**src/rtl/sobel_frame_scheduler.sv**
```systemverilog
// Frame-granular round-robin arbiter and sequencer in front of sobel_stage.
// Optional drain watchdog is built only when SOBEL_SCHED_TIMEOUT_EN is defined.
module sobel_frame_scheduler #(
  parameter int unsigned NUM_SRC        = 4,
  parameter int unsigned IMG_WIDTH      = 128,
  parameter int unsigned IMG_HEIGHT     = 128,
  parameter int unsigned TIMEOUT_CYCLES = 65536
) (
  input  logic                       clk,
  input  logic                       resetn,
  input  logic                       sched_en,
  input  logic [8*NUM_SRC-1:0]       s_axis_tdata,
  input  logic [NUM_SRC-1:0]         s_axis_tvalid,
  input  logic [NUM_SRC-1:0]         s_axis_tlast,
  output logic [NUM_SRC-1:0]         s_axis_tready,
  output logic [7:0]                 m_axis_tdata,
  output logic                       m_axis_tvalid,
  output logic                       m_axis_tlast,
  input  logic                       m_axis_tready,
  input  logic                       sob_tvalid,
  input  logic                       sob_tready,
  input  logic                       sob_tlast,
  output logic [$clog2(NUM_SRC)-1:0] grant_id,
  output logic                       busy,
  output logic                       frame_done,
  output logic                       frame_err,
  output logic                       timeout,
  output logic [15:0]                frame_cnt
);

  localparam int unsigned GW   = $clog2(NUM_SRC);
  localparam int unsigned NPIX = IMG_WIDTH * IMG_HEIGHT;
  localparam int unsigned PW   = $clog2(NPIX);
  localparam logic [PW-1:0] LAST_PIX = PW'(NPIX - 1);

  typedef enum logic [1:0] {
    S_IDLE   = 2'd0,
    S_STREAM = 2'd1,
    S_DRAIN  = 2'd2
  } state_t;

  state_t          state;
  state_t          state_next;
  logic [GW-1:0]   grant_next;
  logic [GW-1:0]   pick;
  logic [GW-1:0]   cand;
  logic            pick_vld;
  logic [PW-1:0]   pix_cnt;
  logic [7:0]      sel_data;
  logic            sel_valid;
  logic            sel_last;
  logic            stream_hs;
  logic            is_last;
  logic            sob_end;
  logic            wd_expire;

  // Round-robin search starting just after the previous owner.
  always_comb begin
    pick     = grant_id;
    pick_vld = 1'b0;
    cand     = '0;
    for (int unsigned i = 1; i <= NUM_SRC; i++) begin
      cand = GW'((32'(grant_id) + i) % NUM_SRC);
      if (!pick_vld && s_axis_tvalid[cand]) begin
        pick_vld = 1'b1;
        pick     = cand;
      end
    end
  end

  // Select the granted source's stream.
  always_comb begin
    sel_data  = '0;
    sel_valid = 1'b0;
    sel_last  = 1'b0;
    for (int unsigned i = 0; i < NUM_SRC; i++) begin
      if (GW'(i) == grant_id) begin
        sel_data  = s_axis_tdata[8*i +: 8];
        sel_valid = s_axis_tvalid[i];
        sel_last  = s_axis_tlast[i];
      end
    end
  end

  assign is_last   = (pix_cnt == LAST_PIX);
  assign stream_hs = (state == S_STREAM) && sel_valid && m_axis_tready;
  assign sob_end   = sob_tvalid && sob_tready && sob_tlast;

  // State register.
  always_ff @(posedge clk or negedge resetn) begin
    if (!resetn) begin
      state    <= S_IDLE;
      grant_id <= GW'(NUM_SRC - 1);
      busy     <= 1'b0;
    end else begin
      state    <= state_next;
      grant_id <= grant_next;
      busy     <= (state_next != S_IDLE);
    end
  end

  // Next-state and grant selection.
  always_comb begin
    state_next = state;
    grant_next = grant_id;
    case (state)
      S_IDLE: begin
        if (sched_en && pick_vld) begin
          state_next = S_STREAM;
          grant_next = pick;
        end
      end
      S_STREAM: begin
        if (stream_hs && is_last) state_next = S_DRAIN;
      end
      S_DRAIN: begin
        if (sob_end || wd_expire) state_next = S_IDLE;
      end
      default: state_next = S_IDLE;
    endcase
  end

  // Zero-latency forwarding; only the owner sees ready, and only while streaming.
  always_comb begin
    m_axis_tdata  = '0;
    m_axis_tvalid = 1'b0;
    m_axis_tlast  = 1'b0;
    s_axis_tready = '0;
    if (state == S_STREAM) begin
      m_axis_tdata  = sel_data;
      m_axis_tvalid = sel_valid;
      m_axis_tlast  = is_last;
      for (int unsigned i = 0; i < NUM_SRC; i++) begin
        if (GW'(i) == grant_id) s_axis_tready[i] = m_axis_tready;
      end
    end
  end

  // Pixel counter, frame counter and status pulses.
  always_ff @(posedge clk or negedge resetn) begin
    if (!resetn) begin
      pix_cnt    <= '0;
      frame_cnt  <= '0;
      frame_done <= 1'b0;
      frame_err  <= 1'b0;
    end else begin
      frame_done <= (state == S_DRAIN) && sob_end;
      frame_err  <= stream_hs && (sel_last != is_last);
      if (stream_hs) pix_cnt <= is_last ? '0 : pix_cnt + PW'(1);
      if ((state == S_DRAIN) && sob_end) frame_cnt <= frame_cnt + 16'd1;
    end
  end

`ifdef SOBEL_SCHED_TIMEOUT_EN
  logic [31:0] wd_cnt;

  // Watchdog runs only in DRAIN and is held at zero elsewhere, so it restarts on entry.
  always_ff @(posedge clk or negedge resetn) begin
    if (!resetn) begin
      wd_cnt <= '0;
    end else if (state != S_DRAIN) begin
      wd_cnt <= '0;
    end else begin
      wd_cnt <= wd_cnt + 32'd1;
    end
  end

  assign wd_expire = (state == S_DRAIN) && (wd_cnt == 32'(TIMEOUT_CYCLES - 1)) && !sob_end;

  always_ff @(posedge clk or negedge resetn) begin
    if (!resetn) timeout <= 1'b0;
    else         timeout <= wd_expire;
  end
`else
  logic unused_timeout_cfg;

  assign wd_expire          = 1'b0;
  assign timeout            = 1'b0;
  assign unused_timeout_cfg = ^32'(TIMEOUT_CYCLES);
`endif

endmodule

```
**config.mk**
```make
export PLATFORM = sky130hd
export DESIGN_NAME = sobel_frame_scheduler
export DESIGN_NICKNAME = d
export VERILOG_FILES = /design/src/rtl/sobel_frame_scheduler.sv
export SDC_FILE = /design/constraint.sdc
export NUM_CORES = 1
export LEC_CHECK = 0
export CAP_MARGIN = 20
export CORE_MARGIN = 2
export CORE_UTILIZATION = 41
export DETAILED_ROUTE_END_ITERATION = 8
export DONT_BUFFER_PORTS = 1
export GPL_TIMING_DRIVEN = 0
export PLACE_DENSITY_LB_ADDON = 0.08
export SYNTH_ARGS = -nofsm -noshare
export SYNTH_HDL_FRONTEND = slang
export SYNTH_SLANG_ARGS = --single-unit
export TNS_END_PERCENT = 20
```
**constraint.sdc**
```tcl
create_clock -name clk -period 4.95 [get_ports clk]
set_input_delay 0.99 -clock clk [delete_from_list [all_inputs] [get_ports clk]]
set_output_delay 0.99 -clock clk [all_outputs]
set_load 0.01 [all_outputs]
```
; ---- After elaboration in Yosys (flattened, before gate mapping)
; Cells that the tools add are included.
; W data, S select, Z words.
[op_classes]
n_addsub = 6
eq_ne = 7
n_reduce_logical = 19
order_cmp = 4
n_mux = 41
[ops]
columns = cell, n
row1 = $mux W8, 5
row2 = $mux W1, 22
row3 = $add A16 B1 Y16 const B, 1
row4 = $add A14 B1 Y14 const B, 1
row5 = $eq A14 B14 Y1 const B, 1
row6 = $mux W14, 1
row7 = $mux W2, 7
row8 = $lt A2 B3 Y1 const B, 4
row9 = $logic_and A1 B1 Y1, 11
row10 = $bmux W1 S2, 4
row11 = $pmux W2 S3, 1
row12 = $add A2 B1 Y2 const B, 2
row13 = $add A2 B2 Y2 const B, 2
row14 = $eq A2 B2 Y1 const A, 2
row15 = $logic_not A2 Y1, 2
row16 = $mux W4, 1
row17 = $reduce_bool A4 Y1, 1
row18 = $logic_not A1 Y1, 3
row19 = $reduce_and A3 Y1, 1
row20 = $eq A1 B2 Y1 const A, 1
row21 = $eq A2 B1 Y1 const B, 1
row22 = $eq A2 B2 Y1 const B, 1
row23 = $reduce_bool A2 Y1, 1
row24 = $ne A1 B1 Y1, 1
[word_totals]
reg_bits = 37
out_inout_bits = 36

; ---- Logic depth before layout (Yosys ltp)
; Gate-level depths: netlist of the first run.
[depth]
depth_word = 17
ltp_mapped = 9
ltp_nobuf = 7

; ---- Least setup slack after synthesis of the first run
; No wires, ideal clock.
[synth_path]
path_type = register -> output
startpoint = register grant_id[0]
endpoint = output m_axis_tdata[6]
slack_ns = 2.019
stages_incl_launch_ff = 10
arrival_time_ns = 1.941
cell_sequence = dfstp_2 > buf_2 > inv_1 > ha_1 > clkbuf_1 > clkbuf_1 > nor2b_1 > nor3_1 > a21oi_1 > nor2_1
[synth_via]
elab_chain_cells = 6
word_cells_on_any_way = 9
cone_classes = eq/ne: 3 / mux: 5 / reduce/logical: 1
[synth_rtl]
columns = element, line
row1 = start: declaration, 23  ; output logic [$clog2(NUM_SRC)-1:0] grant_id,
row2 = start signal: assignment, 93  ; grant_id <= GW'(NUM_SRC - 1);
row3 = start signal: assignment, 97  ; grant_id <= grant_next;
row4 = $logic_not A2 Y1, 77  ; if (GW'(i) == grant_id) begin
row5 = $mux W8 (3 in a row), 77
row6 = $mux W8 *, 77
row7 = $mux W8 *, 129  ; if (state == S_STREAM) begin
row8 = end: declaration, 16  ; output logic [7:0] m_axis_tdata,
; Mark *: on every way between the ends. The rest lies on a longest branch, timed or not.

; ---- Final worst setup path of the first run
; Same ends and word-level chain as after synthesis.

==> metrics.md, run 1 <==
| Metric | Value |
|---|---|
| TritonRoute pass-1 iters | 4 |
| Min cycle time layout | 3560 ps |
| # Post-CTS Setup Buffers | 0 |
| Initial drt markers | 94 |
| Worst Skew | around 9 ps |
| Fillers | between 500 and 600 |
| Area of the multi-input gates | 1340 um2 |
| Data arrival time of the worst path | approximately 2600 ps |
| Post_cts resized | 0 |
| CTS buffer count | 5 |
| # diodes | 0 |
| Setup TNS | 0 ps |
| Area delta synth->final | 8.70% |
| Top-area cell type share of the netlist area | between 30% and 40% |
| Max-cap violations | 0 |
| Synth area leaders | dfrtp_1 (37%), xnor2_1 (4.8%), xor2_1 (3.7%) |
| Core ar. | roughly 5500 um2 |
| Critical Path Start Type | flop |
| Port bufs | 0 |
| Die Ht | ~80 um |
| Layout cells sized above 1 | a little over 8% |
| Vias/cell | approximately 5.7 |
| Largest net degree at the start of global routing | 38 |
| Starting Density | 42.5% |
| Per-cell routed wire length | around 16 um |
| RSZ-0062 raised after global routing | false |
| CTS tree | done |
| Worst path slowest cell | dfstp_2 |
| Final worst-path cycle share | a little under three quarters |
| Worst Max-Slew Pin Slew | around 760 ps |
| Cell taking the most area after synthesis | dfrtp_1 |
| Critical path's top delay family | buffers and inverters |
| Post-Route WL | 5.26 mm |
| Die Wd | between 70 and 80 um |
| Post-synthesis register bit count | 37 |
| Vias after detailed routing | about 1,900 |
| CP Capture Type | output pin |
| EDFF count, synth | 0 |
| Peak Freq | around 280 MHz |
| HP Class | in2async |
| Commonest cells in the netlist | dfrtp_1 (35), nor2_1 (20), nor3_1 (15) |
| Register area | approximately 930 um2 |
| Hold-fix buffers, CTS | 0 |
| CTS Sinks | 37 |
| Vias in the first global route | roughly 1,800 |
| Final std cell area, no fill | 2560 um2 |
| Yosys Warn Count | 0 |
| First-pass GRT wire length | about 8.9 mm |
| Final ANT Viol Nets | 0 |
| Die ar. | 6370 um2 |
| Initial antenna violation count | 0 |
| Most common flop cell mapped by yosys | dfrtp_1 |
| Worst-path clk slew | 80 ps |
| CP Cell Sequence | buf_2, inv_1, ha_1, clkbuf_1, clkbuf_1, nor2b_1, nor3_1, a21oi_1, nor2_1 |
| Final setup fails | 0 |
| Final max-slew violation count | 0 |
| Dpl ws | 1700 ps |
| Leak | approximately 1.1 nW |
| Nets | roughly 310 |
| VDD IR max | 0.000282 V |
| CTS root buf | clkbuf_8 |
| Synth cell types | 48 |
| DRC viols | 0 |
| Worst skew pair latency | 290 ps |
| Mapped cell area | 2360 um2 |
| Ys async rst share | between 90% and 100% |
| Seq/Total Area, Yosys | around 40% |
| Syn Nets | around 300 |
| Cell with the most instances after synthesis | dfrtp_1 |
| Gr ovfl total | 0 |
| Critical path's largest stage delay | approximately 600 ps |
| Worst-path fanout max | 10 |
| GPL Wtd Cong | 0.785 |
| Non-filler cells, final | 331 |
| Pwr dens | between 500 and 600 nW/um2 |
| Hold slack | 380 ps |
| GR Util All Layers | ~18% |
| Setup ws final | ~1400 ps |
| Final hold violation count | 0 |
| Rel. slew slack | about half |
| Post-Syn Area per Cell | around 9.4 um2 |
| Maximum buffer depth of the clock tree | 2 |
| Worst EP required | 3960 ps |
| CTS HTree Levels | 2 |
| Cell Rows | 27 |
| CP Buf/Inv Count | 4 |
| Area after DPL | 2450 um2 |
| # IOs | 83 |
| Post-DP HPWL | 3.84 mm |
| Mapped Cells | about 250 |
| CP most frequent cell | clkbuf_1 |
| Critical path class | reg2out |
| Status | finished, final reports clean |
| Placed cell count | about 320 |
==> cell usage in the layout, fill, tap and decap left out, types with 2 or more instances in the layout <==
master	count
ha_1	6
nand4_1	8
a21oi_1	9
nor4_1	3
nand3_1	11
nor2_1	20
o31ai_1	5
nand2_1	14
and4_1	2
inv_1	10
nor3_1	15
o311ai_1	2
clkbuf_1	10
and2_1	2
and3_1	4
o21ai_1	2
xnor2_1	13
o41ai_1	3
a221oi_1	9
mux2_2	2
clkbuf_8	5
nand3b_1	2
dfstp_2	2
dfrtp_1	35
xor2_1	10
o21ai_0	11
mux4_1	3
nand2b_1	5
nor2b_1	13
==> path summary, 6_finish.rpt <==
| check | startpoint | endpoint | slack [ps] | cells past startpoint |
|---|---|---|---|---|
| min in group clk | pix_cnt[8] | pix_cnt[8] | 470 | 1 |
| setup reg to reg | grant_id[0] | pix_cnt[9] | 2430 | 9 |
| setup / recovery | grant_id[0] | m_axis_tdata[6] | 1390 | 9 |
| hold / removal | resetn | frame_cnt[6] | 380 | 0 |
| hold reg to reg | pix_cnt[8] | pix_cnt[8] | 470 | 1 |
| max in group asynchronous | resetn | grant_id[0] | 4390 | 0 |
==> power breakdown <==
part	internal, W	switching, W
sequential	0.000346	0.0000579
clock	0.000151	0.000114
combinational	0.000248	0.000373
==> state kept, by name (all words and copies together) (netlist names) <==
name / cells
frame_err: 1
busy: 1
state: 2
pix_cnt: 14
grant_id: 2
frame_done: 1
frame_cnt: 16
==> layer usage <==
metal  part of all wire, %  global-route usage, %
met5                     0                      0
met1                    45                   22.7
met4                   1.3                   6.10
met2                    46                   28.0
met3                   7.1                   4.86
==> per-stage QoR <==
stage / utilization [%] / power (W)
after floorplan: - / 0.000912
after global placement: 44.2 / 0.00103
after detailed placement: 44.2 / 0.00103
after CTS: 46.3 / 0.00130
after global routing: 46.3 / 0.00139
final: 46.3 / 0.00129
==> final cells by class <==
| type | instances | share of cell area [%] |
|---|---|---|
| Sequential cell | 37 | 36.2 |
| Clock buffer | 5 | 2.69 |
| Buffer | 13 | 2.15 |
| Inverter | 10 | 1.46 |
| Multi-Input combinational cell | 191 | 52.1 |
| Clock inverter | 3 | 1.81 |
| Tap cell | 72 | 3.52 |
==> worst reg2reg max path: stages (launching register included) <==
cell and delay (ps):
dfstp_2 600, buf_2 260, inv_1 100, ha_1 240, nor3b_1 170, a211oi_4 260, nand3_4 180, clkbuf_1 280
o21ai_0 230, o31ai_1 90
==> cell families (layout without fill, tap and decap cells) <==
family          count (synthesis)  after routing  synth area share, %
simple gates                  108            108                 25.4
compound gates                 46             46                 13.7
xor+xnor                       23             23                 8.55
buf+inv                        23             31                 3.93
other cells                     1              1                0.159
flops                          37             37                 39.4
fa+ha+maj                       6              6                 3.18
mux                             7              7                 5.68
Note: power is estimated with default switching activity, not from simulation.
==> run 2: changes to the inputs <==
clock period = 3.3 ns   (was 4.95 ns; I/O delays follow)
==> run 2 against run 1 <==
Effect of this change: final cell count unchanged; sequential power increased by 50%; via count unchanged; power increased by 50%; critical endpoint unchanged; largest cell class unchanged.
==> metrics.md, run 2 (synthesized netlist as in run 1, its figures left out) <==
| Metric | Value |
|---|---|
| Port bufs | 0 |
| GR Util All Layers | 17.5% |
| # IOs | slightly above 80 |
| Max FFs per register | 16 |
| Leak | 1.07 nW |
| Per-cell routed wire length | ~16 um |
| Final hold violation count | 0 |
| Final std cell area, no fill | roughly 2600 um2 |
| Peak Freq | around 320 MHz |
| HP Class | in2async |
| Final worst-path cycle share | 94.5% |
| Initial antenna violation count | 0 |
| Final max-slew violation count | 0 |
| Die Ht | 79.8 um |
| Vias in the first global route | ~1,800 |
| Worst EP required | approximately 2600 ps |
| Hold slack | ~50 ps |
| Die ar. | ~6400 um2 |
| VDD IR max | between 0.0004 and 0.0005 V |
| Data arrival time of the worst path | ~2500 ps |
| GPL Wtd Cong | a little under 0.8 |
| First-pass GRT wire length | between 8 and 9 mm |
| Worst skew pair latency | between 200 and 300 ps |
| Initial drt markers | between 80 and 90 |
| Min cycle time layout | ~3100 ps |
| CTS tree | done |
| Biggest regs | frame_cnt (16), pix_cnt (14) |
| Status | finished, final reports clean |
| Area after DPL | ~2400 um2 |
| CP Capture Type | output pin |
| Post-Route WL | about 5.3 mm |
| Final setup fails | 0 |
| Maximum buffer depth of the clock tree | 2 |
| CTS buffer count | 5 |
| Gr ovfl total | 0 |
| Power, Total | between 0.0015 and 0.002 W |
| TritonRoute pass-1 iters | 4 |
| Core ar. | 5540 um2 |
| Cell Rows | 27 |
| Layout cells sized above 1 | ~8.5% |
| Critical Path Start Type | flop |
| Nets | just over 300 |
| Worst-path fanout max | 10 |
| Rel. slew slack | just under 50% |
| Worst-path clk slew | around 80 ps |
| CTS Sinks | 37 |
| CTS root buf | clkbuf_8 |
| Area delta synth->final | 8.86% |
| Max-cap violations | 0 |
| Pwr dens | 754 nW/um2 |
| Worst Max-Slew Pin Slew | 754 ps |
| DRC viols | 0 |
| Critical path class | reg2out |
| Final ANT Viol Nets | 0 |
| # diodes | 0 |
| Post-DP HPWL | around 3.8 mm |
| CTS HTree Levels | 2 |
| Commonest cells after routing, fill and taps aside | dfrtp_1 (35), nor2_1 (20), nor3_1 (15), nand2_1 (14) |
| RSZ-0062 raised after global routing | false |
| Largest net degree at the start of global routing | 38 |
| Worst Skew | just over 9 ps |
| Commonest non-fill, non-tap cell in the layout | dfrtp_1 |
| Fillers | about 540 |
| Die Wd | about 80 um |
| Largest Register | frame_cnt |
| Setup TNS | 0 ps |
| Starting Density | a little over two fifths |
| Vias after detailed routing | about 1,900 |
| Vias/cell | roughly 5.7 |
## run 2: cell counts in the layout (fill, tap and decap cells not counted)
Identical to the previous run, type by type.
## run 2: worst paths after layout
kind / startpoint / to / slack [ps] / cells past startpoint
max: grant_id[0] / m_axis_tdata[6] / 180 / 9
min: resetn / frame_cnt[6] / 50 / 0
max reg2reg: grant_id[0] / pix_cnt[9] / 820 / 9
min reg2reg: pix_cnt[8] / pix_cnt[8] / 470 / 1
max in group asynchronous: resetn / grant_id[0] / 3070 / 0
min in group clk: pix_cnt[8] / pix_cnt[8] / 470 / 1
## run 2: cell type report
cell class              count  area (um2)  area share (%)
clock buffers               5        68.8            2.68
plain buffers              13        58.8            2.29
clock inverters             3        46.3            1.80
flip-flops and latches     37         928            36.2
well taps                  72        90.1            3.51
inverters                  10        37.5            1.46
multi-input cells         191        1340            52.1
## run 2: stage by stage
stage | utilization, % | instances | worst slack, ps
3_3_place_gp | 44.2 | 323 | 351
6_report | 46.3 | 331 | 180
4_1_cts | 46.3 | 331 | 39.0
5_1_grt | 46.3 | 331 | 15.5
2_1_floorplan | - | 251 | 699
3_5_place_dp | 44.2 | 323 | 384
## run 2: worst max-delay path, stage by stage (launching register included)
cell and delay (ps):
dfstp_2 600, clkbuf_4 240, inv_1 80, ha_1 230, clkbuf_1 210, buf_2 220
nor2b_1 140, nor3_1 160, a21oi_1 70, nor2_1 210
## run 2: layer usage
layer	GRT usage [%]	share of wire [%]	vias to the layer above
li1	-	-	924
met5	0	0	-
met3	4.86	7.0	5
met2	28.0	46	72
met4	6.10	1.3	0
met1	22.7	45	893
## run 2: what timing repair did
action,4_1_cts,5_1_grt
endpoints found under the setup margin,0,8
buffers inserted,0,0
hold buffers,0,0
gates resized for setup,0,4
## run 2: where the power goes
group / switching [W] / total (W) / internal [W]
combinational: 0.000557 / 0.000933 / 0.000376
sequential: 0.0000872 / 0.000606 / 0.000518
clock: 0.000171 / 0.000397 / 0.000226
==> run 3: changes to the inputs <==
clock period = 3.6 ns   (was 3.3 ns; I/O delays follow)
==> results of run 3 <==
The final DEF is identical to that of run 1. Status: finished, final reports clean.
Among the figures that moved: setup slack after placement 1700 ps -> 624 ps; setup slack after layout 1390 ps -> 310 ps; hold slack 380 ps -> 110 ps; register-to-register setup slack 2430 ps -> 1080 ps; total power 0.00129 W -> 0.00177 W; worst IR drop on VDD 0.000282 V -> 0.000387 V
==> edit, RTL diff (config.mk and constraints of run 2) <==
Change the parameter `NUM_SRC` from 4 to 16.
--- a/src/rtl/sobel_frame_scheduler.sv
+++ b/src/rtl/sobel_frame_scheduler.sv
@@ -1,7 +1,7 @@
 // Frame-granular round-robin arbiter and sequencer in front of sobel_stage.
 // Optional drain watchdog is built only when SOBEL_SCHED_TIMEOUT_EN is defined.
 module sobel_frame_scheduler #(
-  parameter int unsigned NUM_SRC        = 4,
+  parameter int unsigned NUM_SRC        = 16,
   parameter int unsigned IMG_WIDTH      = 128,
   parameter int unsigned IMG_HEIGHT     = 128,
   parameter int unsigned TIMEOUT_CYCLES = 65536
Ports: changed (5 resized); port bits go from 83 to 217. No check against the original RTL was run, so the function may have changed too.
==> edit against run 2 <==
- the flow now finishes with violations (negative setup slack)
- synthesized area increased by 150%
- sequential cell count increased by 2
- wire length increased to 4.4 times the old value
- total power increased to 5.5 times the old value
- combinational power increased to 10 times the old value
- register-to-register slack got worse by 1.5 ns
- design area increased to 2.9 times the old value
- setup slack got worse by 0.86 ns
- critical endpoint is now grant_id[3]
- largest power group unchanged
==> edit: results (changes against run 2) <==
----------------------------------------------------
[Place]
  Placed cell count ... 937 (was 323)
  Post-placement worst setup slack ... -1.321 ns (was 0.3845 ns)
  HPWL Detailed ... 17270 µm (was 3838 µm)
  Final weighted congestion of routability-driven global placement ... 0.9723 (was 0.7845)

[Layout]
  Registers with the most flip-flops ... frame_cnt x16, pix_cnt x14, grant_id x4 (was frame_cnt x16, pix_cnt x14)
  Share of post-route cells with drive strength above 1 ... 27.39% (was 8.494%)
  Count of placed standard cells in the final layout, fillers left out ... 987 (was 331)

[Routing]
  Count of vias placed by the detailed router ... 6486 (was 1894)
  Number of detailed-route iterations in the first pass ... 5 (was 4)
  Number of DRC violations after detailed-routing iteration 0 ... 613 (was 89)
  Post-detailed-routing wire length ... 23320 µm (was 5260 µm)
  Wire length on met3 ... 2284 µm (was 369 µm)
  Sum of routed wire segments on met1 ... 9827 µm (was 2386 µm)
  Routed length on met2 ... 10650 µm (was 2434 µm)

[STA]
  Slew margin rel. ... 33.08% (was 49.28%)
  Setup Viol. Count Final ... 29 (was 0)
  Post-Route Skew ... 0.005495 ns (was 0.009289 ns)
  Min Hold Slack ... 0.07132 ns (was 0.04969 ns)
  Final WS setup ... -0.6834 ns (was 0.1802 ns)

[Setup path]
  Startpoint of the lowest-slack register-to-register path ... grant_id[1] (was grant_id[0])
  Crit-path max FO ... 8 (was 10)
  Reg2Reg Depth ... 15 (was 9)
  Worst r2r dst ... grant_id[3] (was pix_cnt[9])
  Arr. time, crit path ... 4.19 ns (was 2.46 ns)

[GRT]
  Met3 usage in global routing ... 6.504% (was 4.864%)
  Overall track demand over capacity in global routing ... 29.68% (was 17.50%)
  Met2 GRT Util ... 46.34% (was 27.98%)
  Largest net degree at the start of global routing ... 40 (was 38)
  GR Util met1 ... 41.45% (was 22.74%)
  Wire length of the first global-routing pass ... 35080 µm (was 8852 µm)

[Status]
  Run status ... complete, but fails checks (was finished clean)
  Violated checks ... negative setup slack

[Logic synthesis]
  Largest cells by area after synthesis ... dfrtp_1, mux4_2, nand2_1 (was dfrtp_1, xnor2_1, xor2_1)
  Post-synth top area share ... 15.06% (was 37.15%)
  Portion of the post-synthesis area used by sequential elements ... 16.86% (was 39.38%)
  Most instantiated library cell after synthesis ... nand2_1 (was dfrtp_1)

[Power]
  Worst VDD drop ... 0.0006179 V (was 0.0004232 V)
  Leakage power ... 2.885 nW (was 1.071 nW)

[Clock network]
  Clock edge transition at the registers on the reported setup and hold paths ... 0.06 ns (was 0.08 ns)
  Cell chosen for the clock root ... clkbuf_16 (was clkbuf_8)

----------------------------------------------------
-- edit: cell types whose count changed in the layout (fill, tap and decap cells not counted), sizes merged, moves of 27 or more --
cell and delta:
nand2 +84, a31oi +30, buf +60, o21ai +58
nor2 +40, mux4 +27, a21oi +41
-- edit: worst max path at each step --
| stage | startpoint | to | slack (ns) | cells after the start |
|---|---|---|---|---|
| 2_1_floorplan | grant_id[1] | grant_id[2] | -0.26 | 13 |
| 3_5_place_dp | grant_id[2] | busy | -1.32 | 12 |
| 6_report | grant_id[1] | grant_id[3] | -0.68 | 15 |
| 5_1_grt | grant_id[1] | grant_id[2] | -0.78 | 15 |
| 3_3_place_gp | grant_id[2] | busy | -1.29 | 12 |
| 4_1_cts | grant_id[1] | m_axis_tdata[1] | -0.58 | 14 |
-- edit: cell families (layout without fill, tap and decap cells) --
kind of cell | Yosys count | after routing | synth area share, %
and+or+nand+nor | 302 | 302 | 26.39
AOI/OAI and AO/OA | 237 | 237 | 26.01
buffers and inverters | 73 | 123 | 5.313
muxes | 56 | 56 | 16.95
DFF | 39 | 39 | 16.86
xor gates and xnor gates | 33 | 33 | 4.969
adders and majority gates | 16 | 16 | 3.442
other | 1 | 1 | 0.06447
-- edit: cell type report --
type | count | area, µm² | area share, %
Multi-Input combinational cell | 645 | 5044 | 68.88
Sequential cell | 39 | 984.7 | 13.45
Buffer | 47 | 434.2 | 5.930
Timing Repair Buffer | 46 | 364.1 | 4.973
Tap cell | 180 | 225.2 | 3.076
Clock buffer | 6 | 138.9 | 1.897
Inverter | 22 | 92.59 | 1.265
Clock inverter | 2 | 38.79 | 0.5297
-- edit: report_power, final --
part           internal [mW]  switching (mW)  leakage (nW)
clock                  0.380           0.188        0.0875
sequential             0.567           0.145         0.513
combinational           4.02            5.37          2.29
-- edit: timing repair --
action	4_1_cts	5_1_grt
cloned	1	0
pin swaps	50	33
setup endpoints to repair	42	33
setup buffers	28	17
gates resized for setup	141	65
-- edit: worst max-delay path: stages (launching register included) --
cell and delay [ns]:
dfstp_2 0.68, buf_8 0.15, buf_12 0.10, clkinvlp_4 0.16, ha_4 0.32, clkbuf_16 0.14, mux4_2 0.36, mux4_2 0.59
buf_6 0.16, nor3_4 0.31, buf_4 0.18, a32oi_2 0.08, o211ai_1 0.24, a21oi_1 0.13, a2bb2oi_2 0.16, o21ai_1 0.14
-- edit: per-stage QoR --
stage          TNS (ns)  util [%]  cell area [µm²]
2_1_floorplan    -4.025         -             5863
3_3_place_gp     -27.33     43.86             6088
3_5_place_dp     -28.48     43.86             6088
4_1_cts          -10.10     49.91             6928
5_1_grt          -14.86     52.75             7322
6_report         -11.39     52.75             7322
